File: config.mk
export PLATFORM = sky130hd
export DESIGN_NAME = wb_rr_arbiter
export DESIGN_NICKNAME = d
export VERILOG_FILES = /design/src/rtl/wb_rr_arbiter.sv
export SDC_FILE = /design/constraint.sdc
export NUM_CORES = 1
export LEC_CHECK = 0
export CAP_MARGIN = 10
export CELL_PAD_IN_SITES_DETAIL_PLACEMENT = 0
export CELL_PAD_IN_SITES_GLOBAL_PLACEMENT = 1
export CORE_AREA = 4 4 180 182
export CTS_BUF_LIST = sky130_fd_sc_hd__clkbuf_2 sky130_fd_sc_hd__clkbuf_4 sky130_fd_sc_hd__clkbuf_8
export CTS_CLUSTER_SIZE = 30
export DETAILED_ROUTE_END_ITERATION = 10
export DIE_AREA = 0 0 184 186
export GPL_TIMING_DRIVEN = 1
export PLACE_DENSITY_LB_ADDON = 0.15
export SYNTH_ARGS = -nofsm -noshare
export SYNTH_HDL_FRONTEND = slang
export SYNTH_SLANG_ARGS = --single-unit
File: constraint.sdc
create_clock -name clk -period 3.9 [get_ports clk]
set_input_delay 0.39 -clock clk [delete_from_list [all_inputs] [get_ports clk]]
set_output_delay 0.39 -clock clk [all_outputs]
set_load 0.01 [all_outputs]
File: src/rtl/wb_rr_arbiter.sv
// wb_rr_arbiter: Wishbone B3 round-robin arbiter sharing one slave among
// NUM_M masters. A granted master owns the slave for its whole CYC.
// A watchdog forces ERR when the slave stalls a strobe for TIMEOUT cycles.
//
// Ports:
//   clk, rst        - clock, synchronous active-high reset
//   m_*             - master-side bundles, bit/slice i belongs to master i
//   m_dat_s2m       - slave read data broadcast to every master
//   m_ack/err/rty   - terminations routed to the current owner only
//   s_*             - slave-side bundle, combinational mux of the owner
//   gnt             - one-hot current owner, zero when idle
module wb_rr_arbiter #(
  parameter int unsigned NUM_M   = 4,
  parameter int unsigned DAT_W   = 32,
  parameter int unsigned ADR_W   = 32,
  parameter int unsigned SEL_W   = 4,
  parameter int unsigned TIMEOUT = 256
) (
  input  logic                   clk,
  input  logic                   rst,
  input  logic [NUM_M-1:0]       m_cyc,
  input  logic [NUM_M-1:0]       m_stb,
  input  logic [NUM_M-1:0]       m_we,
  input  logic [NUM_M*ADR_W-1:0] m_adr,
  input  logic [NUM_M*SEL_W-1:0] m_sel,
  input  logic [NUM_M*DAT_W-1:0] m_dat_m2s,
  input  logic [NUM_M*3-1:0]     m_cti,
  input  logic [NUM_M*2-1:0]     m_bte,
  output logic [DAT_W-1:0]       m_dat_s2m,
  output logic [NUM_M-1:0]       m_ack,
  output logic [NUM_M-1:0]       m_err,
  output logic [NUM_M-1:0]       m_rty,
  output logic                   s_cyc,
  output logic                   s_stb,
  output logic                   s_we,
  output logic [ADR_W-1:0]       s_adr,
  output logic [SEL_W-1:0]       s_sel,
  output logic [DAT_W-1:0]       s_dat_m2s,
  output logic [2:0]             s_cti,
  output logic [1:0]             s_bte,
  input  logic [DAT_W-1:0]       s_dat_s2m,
  input  logic                   s_ack,
  input  logic                   s_err,
  input  logic                   s_rty,
  output logic [NUM_M-1:0]       gnt
);

  localparam int unsigned OWN_W = (NUM_M > 1) ? $clog2(NUM_M) : 1;
  localparam int unsigned CNT_W = (TIMEOUT > 1) ? $clog2(TIMEOUT) : 1;
  localparam bit          WD_EN = (TIMEOUT != 0);
  localparam logic [CNT_W-1:0] CNT_LAST = CNT_W'(TIMEOUT - 1);

  typedef enum logic {IDLE, OWNED} state_t;

  state_t           state_q, state_d;
  logic [OWN_W-1:0] owner_q, owner_d;
  logic [OWN_W-1:0] ptr_q,   ptr_d;
  logic [CNT_W-1:0] cnt_q,   cnt_d;
  logic             fire_q,  fire_d;

  // Per-master views of the packed request buses
  logic [ADR_W-1:0] adr_a [NUM_M];
  logic [SEL_W-1:0] sel_a [NUM_M];
  logic [DAT_W-1:0] dat_a [NUM_M];
  logic [2:0]       cti_a [NUM_M];
  logic [1:0]       bte_a [NUM_M];

  for (genvar i = 0; i < NUM_M; i++) begin : g_unpack
    assign adr_a[i] = m_adr[i*ADR_W +: ADR_W];
    assign sel_a[i] = m_sel[i*SEL_W +: SEL_W];
    assign dat_a[i] = m_dat_m2s[i*DAT_W +: DAT_W];
    assign cti_a[i] = m_cti[i*3 +: 3];
    assign bte_a[i] = m_bte[i*2 +: 2];
  end

  // First requester after base, wrapping; base itself is searched last
  function automatic logic [OWN_W-1:0] pick(input logic [NUM_M-1:0] req,
                                            input logic [OWN_W-1:0] base);
    logic [OWN_W-1:0] res;
    logic             found;
    int unsigned      idx;
    res   = base;
    found = 1'b0;
    for (int unsigned i = 1; i <= NUM_M; i++) begin
      idx = (32'(base) + i) % NUM_M;
      if (!found && req[OWN_W'(idx)]) begin
        res   = OWN_W'(idx);
        found = 1'b1;
      end
    end
    return res;
  endfunction

  assign m_dat_s2m = s_dat_s2m;

  // State register
  always_ff @(posedge clk) begin
    if (rst) begin
      state_q <= IDLE;
      owner_q <= '0;
      ptr_q   <= OWN_W'(NUM_M - 1);
      cnt_q   <= '0;
      fire_q  <= 1'b0;
    end else begin
      state_q <= state_d;
      owner_q <= owner_d;
      ptr_q   <= ptr_d;
      cnt_q   <= cnt_d;
      fire_q  <= fire_d;
    end
  end

  // Next-state, bus mux, termination routing and watchdog
  always_comb begin
    state_d   = state_q;
    owner_d   = owner_q;
    ptr_d     = ptr_q;
    cnt_d     = '0;
    fire_d    = 1'b0;
    s_cyc     = 1'b0;
    s_stb     = 1'b0;
    s_we      = 1'b0;
    s_adr     = '0;
    s_sel     = '0;
    s_dat_m2s = '0;
    s_cti     = '0;
    s_bte     = '0;
    m_ack     = '0;
    m_err     = '0;
    m_rty     = '0;

    case (state_q)
      IDLE: begin
        if (|m_cyc) begin
          owner_d = pick(m_cyc, ptr_q);
          state_d = OWNED;
        end
      end
      OWNED: begin
        if (m_cyc[owner_q]) begin
          s_cyc     = 1'b1;
          s_stb     = m_stb[owner_q] & ~fire_q;
          s_we      = m_we[owner_q];
          s_adr     = adr_a[owner_q];
          s_sel     = sel_a[owner_q];
          s_dat_m2s = dat_a[owner_q];
          s_cti     = cti_a[owner_q];
          s_bte     = bte_a[owner_q];
          // A forced ERR cycle swallows whatever the slave answers
          if (fire_q) begin
            m_err[owner_q] = 1'b1;
          end else begin
            m_ack[owner_q] = s_ack;
            m_err[owner_q] = s_err;
            m_rty[owner_q] = s_rty;
          end
          if (WD_EN && s_stb && !(s_ack | s_err | s_rty)) begin
            if (cnt_q == CNT_LAST) fire_d = 1'b1;
            else                   cnt_d  = cnt_q + 1'b1;
          end
        end else begin
          // Release: owner becomes the rr pointer and is searched last
          ptr_d = owner_q;
          if (|m_cyc) owner_d = pick(m_cyc, owner_q);
          else        state_d = IDLE;
        end
      end
      default: state_d = IDLE;
    endcase

    // An abandoned cycle never terminates
    if (rst) begin
      m_ack = '0;
      m_err = '0;
      m_rty = '0;
    end
  end

  // One-hot grant decode
  always_comb begin
    gnt = '0;
    if (state_q == OWNED) gnt[owner_q] = 1'b1;
  end

endmodule

# After elaboration in Yosys (flattened, before gate mapping)
# Cells that the tools add are included.
# classes
n_eq_ne,5
add_sub_neg,9
bitwise_logic,11
order_cmp,11
n_mux,105
n_reduce_logical,20
# op_table
cell,count
2-to-1 mux 32 bit,8
binary-select mux 32 bit (select 2 bit),2
2-to-1 mux 4 bit,17
2-to-1 mux 1 bit,42
2-to-1 mux 2 bit,15
less-than comparator 2 x 3 -> 1 bit (second input constant),9
binary-select mux 1 bit (select 2 bit),11
bitwise AND 4 bit,3
2-to-1 mux 3 bit,4
adder 2 x 1 -> 2 bit (second input constant),4
adder 2 bit (second input constant),4
adder 8 x 1 -> 8 bit (second input constant),1
binary-select mux 4 bit (select 2 bit),1
equality test 8 bit (second input constant),1
logical AND 1 bit,8
OR reduction 4 bit,2
zero test 1 bit,7
binary-select mux 3 bit (select 2 bit),1
!= test 5 x 1 -> 1 bit (second input constant),1
OR reduction 5 bit,1
binary-select mux 2 bit (select 2 bit),1
!= test 2 bit (second input constant),2
inverter 1 bit,4
case mux 2 bit (2 select lines),1
other kinds (10),11
# word_totals
regBits,14
input_bits,341

# Longest topological paths before layout
# depth
ltp_word,25
mapped_depth,9

# Worst setup path before layout
# Ideal clock, no wire load.
# synth_path
path_kind,register -> output
startpoint,reg owner_q[0]
endpoint,out s_adr[10]
n_path_buf,3
path_slack_ns,1.842
arrival_time_ns,1.668
path_stages_with_launch,6
cell_sequence,dfxtp_1 buf_6 buf_2 buf_2 mux4_2 and3_1
# synth_between
elab_chain_len,6
# synth_lines
item,line_no,source
"start, declared",56,"logic [OWN_W-1:0] owner_q, owner_d;"
"start signal, assigned",106,owner_q <= owner_d;
inverter 2 -> 3 bit (not written as such),144,s_adr = adr_a[owner_q];
binary-select mux 32 bit (select 2 bit),144,
2-to-1 mux 32 bit (not written as such) (2 in series),144,
2-to-1 mux 32 bit (*),140,if (m_cyc[owner_q]) begin
2-to-1 mux 32 bit (*),132,case (state_q)
"end, declared",36,"output logic [ADR_W-1:0] s_adr,"
# Mark *: on every way between the ends. The rest lies on a longest branch, timed or not. The select of a mux whose other input is x is not followed.

# Worst setup path in the final report
# layout_path
startpoint,in m_cyc[1]
endpoint,out s_sel[0]
# layout_between
elab_chain_len,4
# layout_lines
item,line_no,source
"start, declared",21,"input logic [NUM_M-1:0] m_cyc,"
binary-select mux 1 bit (select 2 bit),140,
2-to-1 mux 1 bit (not written as such),140,
2-to-1 mux 4 bit,140,
2-to-1 mux 4 bit,132,
"end, declared",37,"output logic [SEL_W-1:0] s_sel,"
# No other way between the ends. The select of a mux whose other input is x is not followed.

==> impl_metrics.json <==
{
  "crit_type": "in -> out",
  "clockBufferDepth": 2,
  "dp.final_hpwl_microns": 20100,
  "timing.critical_path.mode_cell": "clkdlybuf4s50_1",
  "routed_wl_microns": 23300,
  "skew_ns": 0.00639,
  "peakVddDrop_mv": 0.0850,
  "rsz0062_at_grt": "false",
  "cts.sinks": 14,
  "ys_async_sr_fraction_pct": 0,
  "ff2ff_setup_slack_ns": 1.50,
  "h-tree-depth": 1,
  "worst_hold_slack_ns": 0.435,
  "grt_first_pass_wirelength_microns": 32900,
  "yosysWarnings": 0,
  "cts_tree": "yes",
  "wl_per_cell_microns": 21.3,
  "hold_viol": 0,
  "ys_ff_latch": 14,
  "clock_latency_ns": 0.24,
  "antenna_found_initial": 0,
  "grt_pass1_vias": 5029,
  "status": "complete, no violations",
  "setup_viol": 0,
  "critical_path_arrival_ns": 2.83,
  "fin_nets": 1047,
  "dieArea_sq_um": 34200,
  "fill_cells": 3251,
  "cp_slowest_cell": "clkdlybuf4s50_1",
  "area_delta_synth_final_pct": 116,
  "worst_r2r_startpoint": "owner_q[1]$_SDFFE_PP0P_",
  "die_width_microns": 184,
  "synth_top_area_share_pct": 47.6,
  "cap_viol_max_count": 0,
  "track_usage_pct": 12.6,
  "rr_worst_depth": 8,
  "synth_area_leaders": "mux4_2 (48%), and3_1 (13%), dfxtp_1 (7.7%)",
  "p_leak_nw": 2.86,
  "fp.dieH_microns": 186,
  "ios": 465,
  "synth_cell_types": 41,
  "synth_edf_count": 0,
  "fmaxAchievable_mhz": 311,
  "synth_top_cell_by_area": "mux4_2",
  "r2r-end": "owner_q[1]$_SDFFE_PP0P_",
  "endpoint_kind": "output port",
  "min_to": "cnt_q[0]$_SDFF_PP0_",
  "ys_seq_area_share_pct": 7.70,
  "worst_slack_ns": 0.684,
  "cts_inserted_buffers": 3,
  "antenna_left": 0,
  "slew_headroom_pct": 56.8,
  "finalSetupTns_ns": 0,
  "start_util_pct": 11.9,
  "max_stage_delay_ns": 0.74,
  "post_cts_buffers": 0,
  "overflow": 0,
  "synth_flop_cell": "dfxtp_1",
  "cts_root_buffer": "clkbuf_8",
  "drt_iter0_drc": 201,
  "diodes": 0,
  "cpLargestDelayFamily": "buffers and inverters",
  "post-place-ws_ns": 0.649,
  "syn-cell-area_sq_um": 3640,
  "layout-drive-gt1-share_pct": 14.1,
  "finalCriticalPeriod_ns": 3.22,
  "firstDrtPassIters": 4,
  "num_rows": 64,
  "timing.final.crit_share_pct": 82.5,
  "path_max_fanout": 48,
  "path_clk_slew_ns": 0.05,
  "syn_nets": 705,
  "p_per_area_nw_per_um2": 211,
  "fp.coreArea_sq_um": 30600,
  "crit_required_ns": 3.51,
  "port_buffers": 400,
  "synth.avg_cell_area_sq_um": 10.1,
  "startpoint_type": "primary input",
  "worst-path-buf-inv": 3,
  "via_per_inst": 4.12,
  "maxSlewViolCount": 0,
  "worstMarginPinSlew_ns": 0.647,
  "place.gp.congestion": 0.817,
  "drc_errors": 0,
  "worstHoldPathType": "reg -> reg",
  "path_cells": "clkdlybuf4s50_1, mux4_2, buf_4, and3_1, clkdlybuf4s50_1",
  "holdPathStages": 1,
  "post_cts_resized": 0,
  "num_vias": 4520,
  "min_from": "cnt_q[0]$_SDFF_PP0_",
  "postCtsHoldBufs": 0,
  "netlist_instances": 359,
  "grt_start_max_net_pins": 52
}
worst register-to-register path, delay by kind of cell (launching register included):
kind | cells | cell delay, ns
buffers and inverters | 3 | 0.90
adder cells (fa/ha/maj) | 1 | 0.46
flip-flops | 1 | 0.36
AO/OA/AOI/OAI | 4 | 0.58
synthesized netlist by cell type, types with 2 or more instances:
cell type  count
a21oi_1        5
a31oi_1        2
and2_1         4
and3_1        74
buf_2         12
buf_4         37
buf_6          2
clkbuf_1      21
dfxtp_1       14
ha_1           5
inv_1         15
mux2i_1        4
mux4_2        77
nand2_1       10
nand3_1        3
nor2_1        29
nor2b_1        5
nor3b_1        2
nor4_1         4
o21ai_0        9
o21ai_1        2
xnor2_1        3
xor2_1         2
power breakdown:
| part | switching [mW] | internal, mW |
|---|---|---|
| logic | 0.517 | 0.831 |
| registers | 0.0253 | 0.153 |
| clock network | 0.0479 | 0.0790 |
| total | 0.590 | 1.06 |
how the worst max path moves through the flow:
stage / from / to / slack, ns / cells past startpoint
after floorplan: owner_q[0]$_SDFFE_PP0P_ / s_adr[10] / 1.84 / 5
after global placement: m_cyc[1] / s_sel[0] / 0.69 / 5
after detailed placement: m_cyc[3] / s_sel[0] / 0.65 / 5
after CTS: m_cyc[1] / s_sel[0] / 0.64 / 5
after global routing: m_cyc[3] / s_sel[0] / 0.54 / 5
final: m_cyc[1] / s_sel[0] / 0.68 / 5
registers in the layout, summed over array words and instances, names as in the netlist:
signal / flops
owner_q: 2
fire_q: 1
cnt_q: 8
ptr_q: 2
state_q: 1
per-layer routing:
layer | track usage (%) | up-vias | part of all wire (%)
met5 | 0 | - | 0
met4 | 0.887 | 0 | 0.43
met3 | 4.24 | 8 | 9.9
met2 | 24.5 | 245 | 54
met1 | 13.7 | 2215 | 36
li1 | - | 2052 | -
area by class of cell:
class | count | area, sq um | area share (%)
Multi-Input combinational cell | 258 | 2860 | 36.5
Timing Repair Buffer | 409 | 4100 | 52.2
Inverter | 15 | 56.3 | 0.717
Clock buffer | 4 | 48.8 | 0.622
Sequential cell | 14 | 289 | 3.68
Tap cell | 396 | 495 | 6.31
layout by cell type (no fill, tap or decap), types with 2 or more instances in the layout:
cell             netlist  routed
clkdlybuf4s50_1        0     400
mux4_2                77      77
and3_1                74      74
nor2_1                29      29
inv_1                 15      15
dfxtp_1               14      11
nand2_1               10      10
o21ai_0                9       9
buf_4                 37       7
a21oi_1                5       5
nor2b_1                5       5
ha_1                   5       5
and2_1                 4       4
nor4_1                 4       4
mux2i_1                4       4
nand3_1                3       3
xnor2_1                3       3
clkbuf_8               0       3
nor3b_1                2       2
a31oi_1                2       2
o21ai_1                2       2
xor2_1                 2       2
dfxtp_4                0       2
buf_12                 0       2
logic make-up after synthesis:
logic type / Yosys count / synth area share, %
adder cells (fa/ha/maj): 5 / 1.72
buffers and inverters: 87 / 13.6
XOR/XNOR: 5 / 1.20
flip-flops: 14 / 7.70
AO/OA/AOI/OAI: 28 / 5.02
multiplexers: 82 / 49.1
AND/OR/NAND/NOR: 138 / 21.7
stage by stage:
stage                     cells  power (mW)  instance area [sq um]  util [%]
after floorplan             359       0.884                   3640         -
after global placement     1092        1.55                   7800      25.5
after detailed placement   1092        1.55                   7800      25.5
after CTS                  1096        1.69                   7850      25.7
after global routing       1096        1.76                   7850      25.7
final                      1096        1.65                   7850      25.7
Note: power is estimated with default switching activity, not from simulation.
